File: src/rtl/uart_rx.sv
// Purpose : 8N1-style serial receiver; recovers frames from an idle-high line, one mid-bit sample per bit.
// Latency : valid/frame_error rise one cycle after the stop-bit sample (~2 + HALF_BIT + (DATA_BITS+1)*CLKS_PER_BIT cycles after the start edge).
// Backpres: none; valid is a one-cycle strobe, rx_output holds the last good word until the next good frame.
//
// Ports:
//   clk         - system clock, rising edge
//   rst_n       - asynchronous active-low reset
//   enable      - receiver enable; low forces IDLE and clears the baud counter
//   rx_wire     - asynchronous serial input, idle high
//   rx_output   - last correctly framed data word
//   valid       - one-cycle pulse when rx_output is updated
//   frame_error - one-cycle pulse when the stop bit is sampled low
//   busy        - high whenever the receiver is not IDLE

module uart_rx #(
    parameter int DATA_BITS = 8,
    parameter int BAUD      = 9600,
    parameter int SYS_CLK   = 12000000
) (
    input  logic                 clk,
    input  logic                 rst_n,
    input  logic                 enable,
    input  logic                 rx_wire,
    output logic [DATA_BITS-1:0] rx_output,
    output logic                 valid,
    output logic                 frame_error,
    output logic                 busy
);

    localparam int CLKS_PER_BIT = SYS_CLK / BAUD;
    localparam int HALF_BIT     = CLKS_PER_BIT / 2;
    localparam int CNT_W        = (CLKS_PER_BIT > 1) ? $clog2(CLKS_PER_BIT) : 1;
    localparam int IDX_W        = (DATA_BITS > 1) ? $clog2(DATA_BITS) : 1;

    localparam logic [CNT_W-1:0] CNT_HALF_LAST = CNT_W'(HALF_BIT - 1);
    localparam logic [CNT_W-1:0] CNT_BIT_LAST  = CNT_W'(CLKS_PER_BIT - 1);
    localparam logic [IDX_W-1:0] IDX_LAST      = IDX_W'(DATA_BITS - 1);

    typedef enum logic [2:0] {
        S_IDLE  = 3'd0,
        S_START = 3'd1,
        S_DATA  = 3'd2,
        S_STOP  = 3'd3,
        S_BREAK = 3'd4
    } state_t;

    // Two-flop synchronizer; both flops reset high so a reset does not look like a start edge.
    logic sync1_q;
    logic sync2_q;
    logic rx_s;

    state_t                state_q, state_d;
    logic [CNT_W-1:0]      cnt_q, cnt_d;
    logic [IDX_W-1:0]      idx_q, idx_d;
    logic [DATA_BITS-1:0]  shift_q, shift_d;
    logic [DATA_BITS-1:0]  out_q, out_d;
    logic                  valid_q, valid_d;
    logic                  ferr_q, ferr_d;

    assign rx_s = sync2_q;

    // The synchronizer is independent of enable so the line history is
    // already settled when the receiver is switched on.
    always_ff @(posedge clk or negedge rst_n) begin
        if (!rst_n) begin
            sync1_q <= 1'b1;
            sync2_q <= 1'b1;
        end else begin
            sync1_q <= rx_wire;
            sync2_q <= sync1_q;
        end
    end

    always_ff @(posedge clk or negedge rst_n) begin
        if (!rst_n) begin
            state_q <= S_IDLE;
            cnt_q   <= '0;
            idx_q   <= '0;
            shift_q <= '0;
            out_q   <= '0;
            valid_q <= 1'b0;
            ferr_q  <= 1'b0;
        end else begin
            state_q <= state_d;
            cnt_q   <= cnt_d;
            idx_q   <= idx_d;
            shift_q <= shift_d;
            out_q   <= out_d;
            valid_q <= valid_d;
            ferr_q  <= ferr_d;
        end
    end

    always_comb begin
        state_d = state_q;
        cnt_d   = cnt_q;
        idx_d   = idx_q;
        shift_d = shift_q;
        out_d   = out_q;
        valid_d = 1'b0;
        ferr_d  = 1'b0;

        if (!enable) begin
            // Disable aborts any frame silently; rx_output is retained.
            state_d = S_IDLE;
            cnt_d   = '0;
        end else begin
            case (state_q)
                S_IDLE: begin
                    cnt_d = '0;
                    if (!rx_s) begin
                        state_d = S_START;
                    end
                end

                S_START: begin
                    // Re-check the line at mid start bit to reject glitches.
                    if (cnt_q == CNT_HALF_LAST) begin
                        cnt_d = '0;
                        if (!rx_s) begin
                            idx_d   = '0;
                            state_d = S_DATA;
                        end else begin
                            state_d = S_IDLE;
                        end
                    end else begin
                        cnt_d = cnt_q + CNT_W'(1);
                    end
                end

                S_DATA: begin
                    // The counter is now phase-aligned to mid-bit, so every
                    // full bit period lands on the middle of the next bit.
                    if (cnt_q == CNT_BIT_LAST) begin
                        cnt_d          = '0;
                        shift_d[idx_q] = rx_s;
                        if (idx_q == IDX_LAST) begin
                            state_d = S_STOP;
                        end else begin
                            idx_d = idx_q + IDX_W'(1);
                        end
                    end else begin
                        cnt_d = cnt_q + CNT_W'(1);
                    end
                end

                S_STOP: begin
                    if (cnt_q == CNT_BIT_LAST) begin
                        cnt_d = '0;
                        if (rx_s) begin
                            out_d   = shift_q;
                            valid_d = 1'b1;
                            state_d = S_IDLE;
                        end else begin
                            ferr_d  = 1'b1;
                            state_d = S_BREAK;
                        end
                    end else begin
                        cnt_d = cnt_q + CNT_W'(1);
                    end
                end

                S_BREAK: begin
                    // Hold here until the line returns high so a stuck-low
                    // line is not decoded as a stream of frames.
                    cnt_d = '0;
                    if (rx_s) begin
                        state_d = S_IDLE;
                    end
                end

                default: begin
                    state_d = S_IDLE;
                    cnt_d   = '0;
                end
            endcase
        end
    end

    assign rx_output   = out_q;
    assign valid       = valid_q;
    assign frame_error = ferr_q;
    assign busy        = (state_q != S_IDLE);

endmodule

File: config.mk
export PLATFORM = sky130hd
export DESIGN_NAME = uart_rx
export DESIGN_NICKNAME = d
export VERILOG_FILES = /design/src/rtl/uart_rx.sv
export SDC_FILE = /design/constraint.sdc
export NUM_CORES = 1
export LEC_CHECK = 0
export CAP_MARGIN = 20
export CORE_UTILIZATION = 51
export CTS_CLUSTER_DIAMETER = 80
export DETAILED_ROUTE_END_ITERATION = 6
export PLACE_DENSITY = 0.74
export SYNTH_ARGS = -nofsm -noshare
export SYNTH_HDL_FRONTEND = slang
export SYNTH_SLANG_ARGS = --single-unit
File: constraint.sdc
create_clock -name clk -period 2 [get_ports clk]
set_input_delay 0.3 -clock clk [delete_from_list [all_inputs] [get_ports clk]]
set_output_delay 0.3 -clock clk [all_outputs]
set_load 0.05 [all_outputs]
== After elaboration in Yosys (flattened, before gate mapping) ==
Index checks and enable logic that the tools add are counted.

* Flip-flop bits (word level): 37
* Bits in latches: 0
* Memory bits (writable): 0
* Bits in read-only memories: 0
* Bits of input ports: 4
* Logic and storage cells: 69
* Memories: 0

* Add/sub/neg operators: 2
* Multiply operators: 0
* Divide/modulo/power cells: 0
* $lt $le $gt $ge: 2
* Eq/ne operators: 17
* Shifts and indexed selects: 0
* Mux-type cells: 30
* Bitwise operators: 0
* Reductions and logical operators: 9

{| class="wikitable"
|+ Operators by type and width
! kind !! count
|-
| two-way mux 3 bit || 12
|-
| two-way mux 11 bit || 3
|-
| case mux 11 bit (2 select lines) || 1
|-
| != test 3 bit, second input constant || 6
|-
| case mux 3 bit (5 select lines) || 1
|-
| AND reduction 6 bit || 2
|-
| adder 11 x 1 -> 11 bit, second input constant || 1
|-
| == test 11 x 10 -> 1 bit, second input constant || 1
|-
| == test 11 bit, second input constant || 1
|-
| two-way mux 1 bit || 9
|-
| bitwise mux 8 bit || 1
|-
| != test 2 bit, second input constant || 4
|-
| == test 3 x 2 -> 1 bit, second input constant || 2
|-
| == test 3 bit, second input constant || 2
|-
| case mux 3 bit (2 select lines) || 1
|-
| < comparator 3 x 4 -> 1 bit, second input constant || 1
|-
| AND reduction 4 bit || 1
|-
| adder 3 x 1 -> 3 bit, second input constant || 1
|-
| demux 1 bit (select 3 bit) || 1
|-
| == test 3 x 1 -> 1 bit, second input constant || 1
|-
| >= comparator 3 x 1 -> 1 bit, second input constant || 1
|-
| logical NOT 3 bit || 1
|-
| AND reduction 3 bit || 1
|-
| nonzero test 3 bit || 1
|-
| 4 further kinds || 4
|}

== Depth between registers and ports, before layout ==
* Depth in word-level cells: 5
* Mapped depth: 7
* Gate-level depth less buffers: 6

== Least setup slack after synthesis ==
OpenSTA, ideal clock, no wires.

* Path type: flip-flop to flip-flop
* Start point: reg cnt_q[0]
* End point: reg cnt_q[9]
* Library setup time: 0.119 ns
* Arrival: 1.917 ns
* Required time: 1.881 ns
* Setup slack: -0.036 ns
* Stages on the path, launching flop included: 8
* Period minus slack after synthesis: 2.036 ns
* Cell sequence: dfrtp_1 > inv_1 > ha_1 > or4bb_2 > o311ai_0 > o22a_1 > buf_4 > nor2_1

* Longest elaborated chain between the ends: 4

{| class="wikitable"
|+ Ends and longest elaborated chain
! element !! line !! RTL
|-
| start, declared || 53 || <nowiki>logic [CNT_W-1:0] cnt_q, cnt_d;</nowiki>
|-
| start signal, assigned || 85 || <nowiki>cnt_q <= cnt_d;</nowiki>
|-
| adder 11 x 1 -> 11 bit (tied with other cells) || 127, 143, 159 ||
|-
| two-way mux 11 bit, on equally long branches || 134, 148, 118 ||
|-
| case mux 11 bit (2 select lines) (*) || 108 || <nowiki>case (state_q)</nowiki>
|-
| two-way mux 11 bit (*) || 103 || <nowiki>if (!enable) begin</nowiki>
|-
| named net cnt_d[9] || 53 ||
|}

The timed path passes the listed nets; every way through them passes the cells marked *.
A chain may end at the register's enable or synchronous reset.

== Worst setup path in the final report ==
* Start point: reg idx_q[1]
* End point: reg idx_q[0]

* Longest elaborated chain between the ends: 3

{| class="wikitable"
|+ Ends and longest elaborated chain
! element !! line !! RTL
|-
| start, declared || 54 || <nowiki>logic [IDX_W-1:0] idx_q, idx_d;</nowiki>
|-
| start signal, assigned || 86 || <nowiki>idx_q <= idx_d;</nowiki>
|-
| == test 3 bit || 137 || <nowiki>if (idx_q == IDX_LAST) begin</nowiki>
|-
| != test 2 bit (no source line) || n/a ||
|-
| AND reduction 6 bit (no source line) || n/a ||
|}

Every way passes these cells.

==> impl_results.md <==
- Synthesized net count: 171
- Clk buf depth: 2
- Critical path data required time: 2260 ps
- Min-delay worst type: register to register
- Mux contribution to synthesized area: 11.52%
- Syn_area_per_cell: 11.26 sq um
- Main combinational cell family by area after synthesis: simple AND/OR/NAND/NOR gates
- Starting Density: 53.82%
- Endpoints failing hold: 0
- Sequential cell area fraction in the yosys report: 50.89%
- Max Clock Skew: 11.48 ps
- Synth Flop Type: dfrtp_1
- Clock slew seen by the registers of the worst setup and hold paths: 110 ps
- Vias in the first global route: 1400
- Gr usage total: 23.23%
- Most common cell on crit path: ha_1
- Setup TNS: 0 ps
- Pre-CTS WS: -161.0 ps
- Final setup margin: 39.90 ps
- Rows: 21
- EDFF count, synth: 0
- Die ar.: 0.003820 sq mm
- Type of origin of the critical path: register
- Post-synthesis xor/xnor area fraction: 4.321%
- Slowest-stage cell, CP: or3b_2
- CP Class: register to register
- Syn Inst Count: 162
- Ordered cell list for the critical path: ha_1 > ha_1 > or3b_2 > a211oi_1 > mux2i_1 > o2bb2ai_1
- Overflow after GRT: 0
- Dpl cell area: 0.002153 sq mm
- WL final: 3931 microns
- Core footprint: 0.003390 sq mm
- Antenna cells: 0
- VDD IR-drop max: 0.4697 mV
- Height of the die: 61.81 microns
- Final Critical Period: 1960 ps
- Worst Tran Pin Value: 503.2 ps
- Avg WL per Cell: 15.72 microns
- DRT Pass-1 Iters: 4
- Post-Synth Adder-Cell Area: 3.429%
- Max-cap violation count: 0
- Share of cells above drive strength 1: 31.86%
- CP endpoint kind: register
- CP peak stage delay: 510 ps
- CP bufs+invs: 0
- First-pass GRT wire length: 6313 microns
- CTS sink count: 37
- Post-route ant nets: 0
- Area growth, synth to finish: 26.34%
- DR iter-0 viols: 32
- Critical-path maximum fanout: 4
- Post-route insts no fill: 250
- Ports: 15
- Final Cell Area: 0.002305 sq mm
- Rel. slew slack: 66.35%
- CTS root buffer: clkbuf_4
- PD cells: 525.7 mW/mm^2
- R2R Setup Slk: 40 ps
- Drt via density: 5.608
- TritonCTS clock tree: done
- Status: finished, final reports clean
- DRC violations left: 0
- Worst-Skew Late Latency: 330 ps
- Num CTS Buffers: 5
- Crit share post-route: 98.00%
- Nets@finish: 212
- Die Span X: 61.81 microns
- Design Power: 1.212 mW
- Unrepaired setup endpoints after global routing: true
- Post-synthesis cell area: 0.001824 sq mm
- Vias: 1402
- IO buf count: 14
- Max Clock Freq: 510.2 MHz
- FF+latch count, synth: 37
- Initial antenna violation count: 0
- Worst EP arrival: 2220 ps
- Synth Warn #: 0
- H-tree level count: 2
- Complex-gate fraction of the synthesized area: 5.967%
- Placed insts: 238
- Simple-gate portion of the synthesized area: 20.71%
- Post-synth ARST share: 100.0%
- Slew Viols, Final: 0
- Top delay family on crit path: simple AND/OR/NAND/NOR gates
- Leakage power: 0.9968 nW
- Netlist cell types: 42
- RD Place Congestion: 0.8430
- DP HPWL: 2756 microns
- Setup violators final: 0
- Largest net degree at the start of global routing: 38
[cell usage in the layout, fill, tap and decap left out, drive strengths merged, types with 2 or more instances in the layout]
cell type,Yosys,final
or3,2,2
dfstp,2,2
buf,2,26
xnor2,5,5
nand2,12,12
nand3,6,6
inv,9,9
nor3b,2,2
or4,2,2
nor4,6,6
a211oi,3,3
mux2i,3,3
a21oi,2,2
xor2,4,4
clkbuf,3,6
nor3,2,2
and3,2,2
nand3b,2,2
clkdlybuf4s50,0,13
dfrtp,35,35
mux2,16,16
nor2b,3,3
nor2,14,14
or3b,2,2
clkinv,0,2
ha,5,5
nand4,2,2
or4bb,2,2
o2bb2ai,3,3
nand4b,2,2
[final timing paths]
path                                              to  cells past startpoint                  from
worst min-delay path                  rx_s$_DFF_PN1_                      0     sync1_q$_DFF_PN1_
worst max-delay path            idx_q[0]$_DFFE_PN0P_                      6  idx_q[1]$_DFFE_PN0P_
max in group asynchronous          sync1_q$_DFF_PN1_                      2                 rst_n
worst min register to register        rx_s$_DFF_PN1_                      0     sync1_q$_DFF_PN1_
worst max register to register  idx_q[0]$_DFFE_PN0P_                      6  idx_q[1]$_DFFE_PN0P_
min in group asynchronous         cnt_q[7]$_DFF_PN0_                      2                 rst_n
[worst register-to-register path, delay by kind of cell (launching register included)]
| family | cells | cell delay [ps] |
|---|---|---|
| AND/OR/NAND/NOR | 1 | 510 |
| AO/OA/AOI/OAI | 2 | 430 |
| multiplexers | 1 | 130 |
| flip-flops | 1 | 420 |
| adder cells (fa/ha/maj) | 2 | 400 |
[cell families (layout without fill, tap and decap cells)]
family | after synthesis | in the layout
AOI/OAI and AO/OA | 14 | 14
xor gates and xnor gates | 9 | 9
adders and majority gates | 5 | 5
buffers and inverters | 14 | 56
DFF | 37 | 37
muxes | 19 | 19
and+or+nand+nor | 64 | 64
[sequential cells by signal (all words and copies together), names as in the netlist]
| register | cells |
|---|---|
| idx_q | 3 |
| rx_output | 8 |
| state_q | 3 |
| shift_q | 8 |
| valid | 1 |
| sync1_q | 1 |
| cnt_q | 11 |
| rx_s | 1 |
| frame_error | 1 |
[cell usage after synthesis (4+ instances only)]
cell | n | area share, %
xor2_1 | 4 | 1.9
nand3_1 | 6 | 1.6
inv_1 | 9 | 1.9
dfrtp_1 | 35 | 48
nand2_1 | 12 | 2.5
nor4_1 | 5 | 1.7
ha_1 | 5 | 3.4
nor2_1 | 14 | 2.9
xnor2_1 | 5 | 2.4
mux2_2 | 16 | 9.9
[power breakdown]
group	switching (mW)	total (mW)	internal, mW
registers	0.00657	0.761	0.755
logic	0.0477	0.0773	0.0296
clock network	0.239	0.373	0.134
[per-layer routing]
layer	up-vias	track usage (%)	share of wire [%]
met5	-	0	0
met4	0	8.254	1.7
met3	10	4.555	3.5
met2	33	40.55	51
met1	696	28.72	44
li1	663	-	-
[metrics by stage]
stage	hold slack, ps	util, %
floorplan	4.409	-
global placement	346.1	63.53
detailed placement	351.9	63.53
CTS	365.0	65.56
global route	364.1	68.00
finish	363.9	68.00
[repair_timing]
action                     CTS  global route
hold buffers                 0             0
pin swaps                    1             1
setup endpoints to repair   15            28
setup buffers                1             3
resized for setup            2            11
[final cells by class]
class,instances,area [sq um]
fill,263,1085
sequential,37,928.4
multi-input combinational,111,904.6
timing repair buffer,39,329.1
tap,46,57.56
clock buffer,6,41.29
inverter,9,33.78
clock inverter,2,10.01
(Power assumes the default switching activity.)
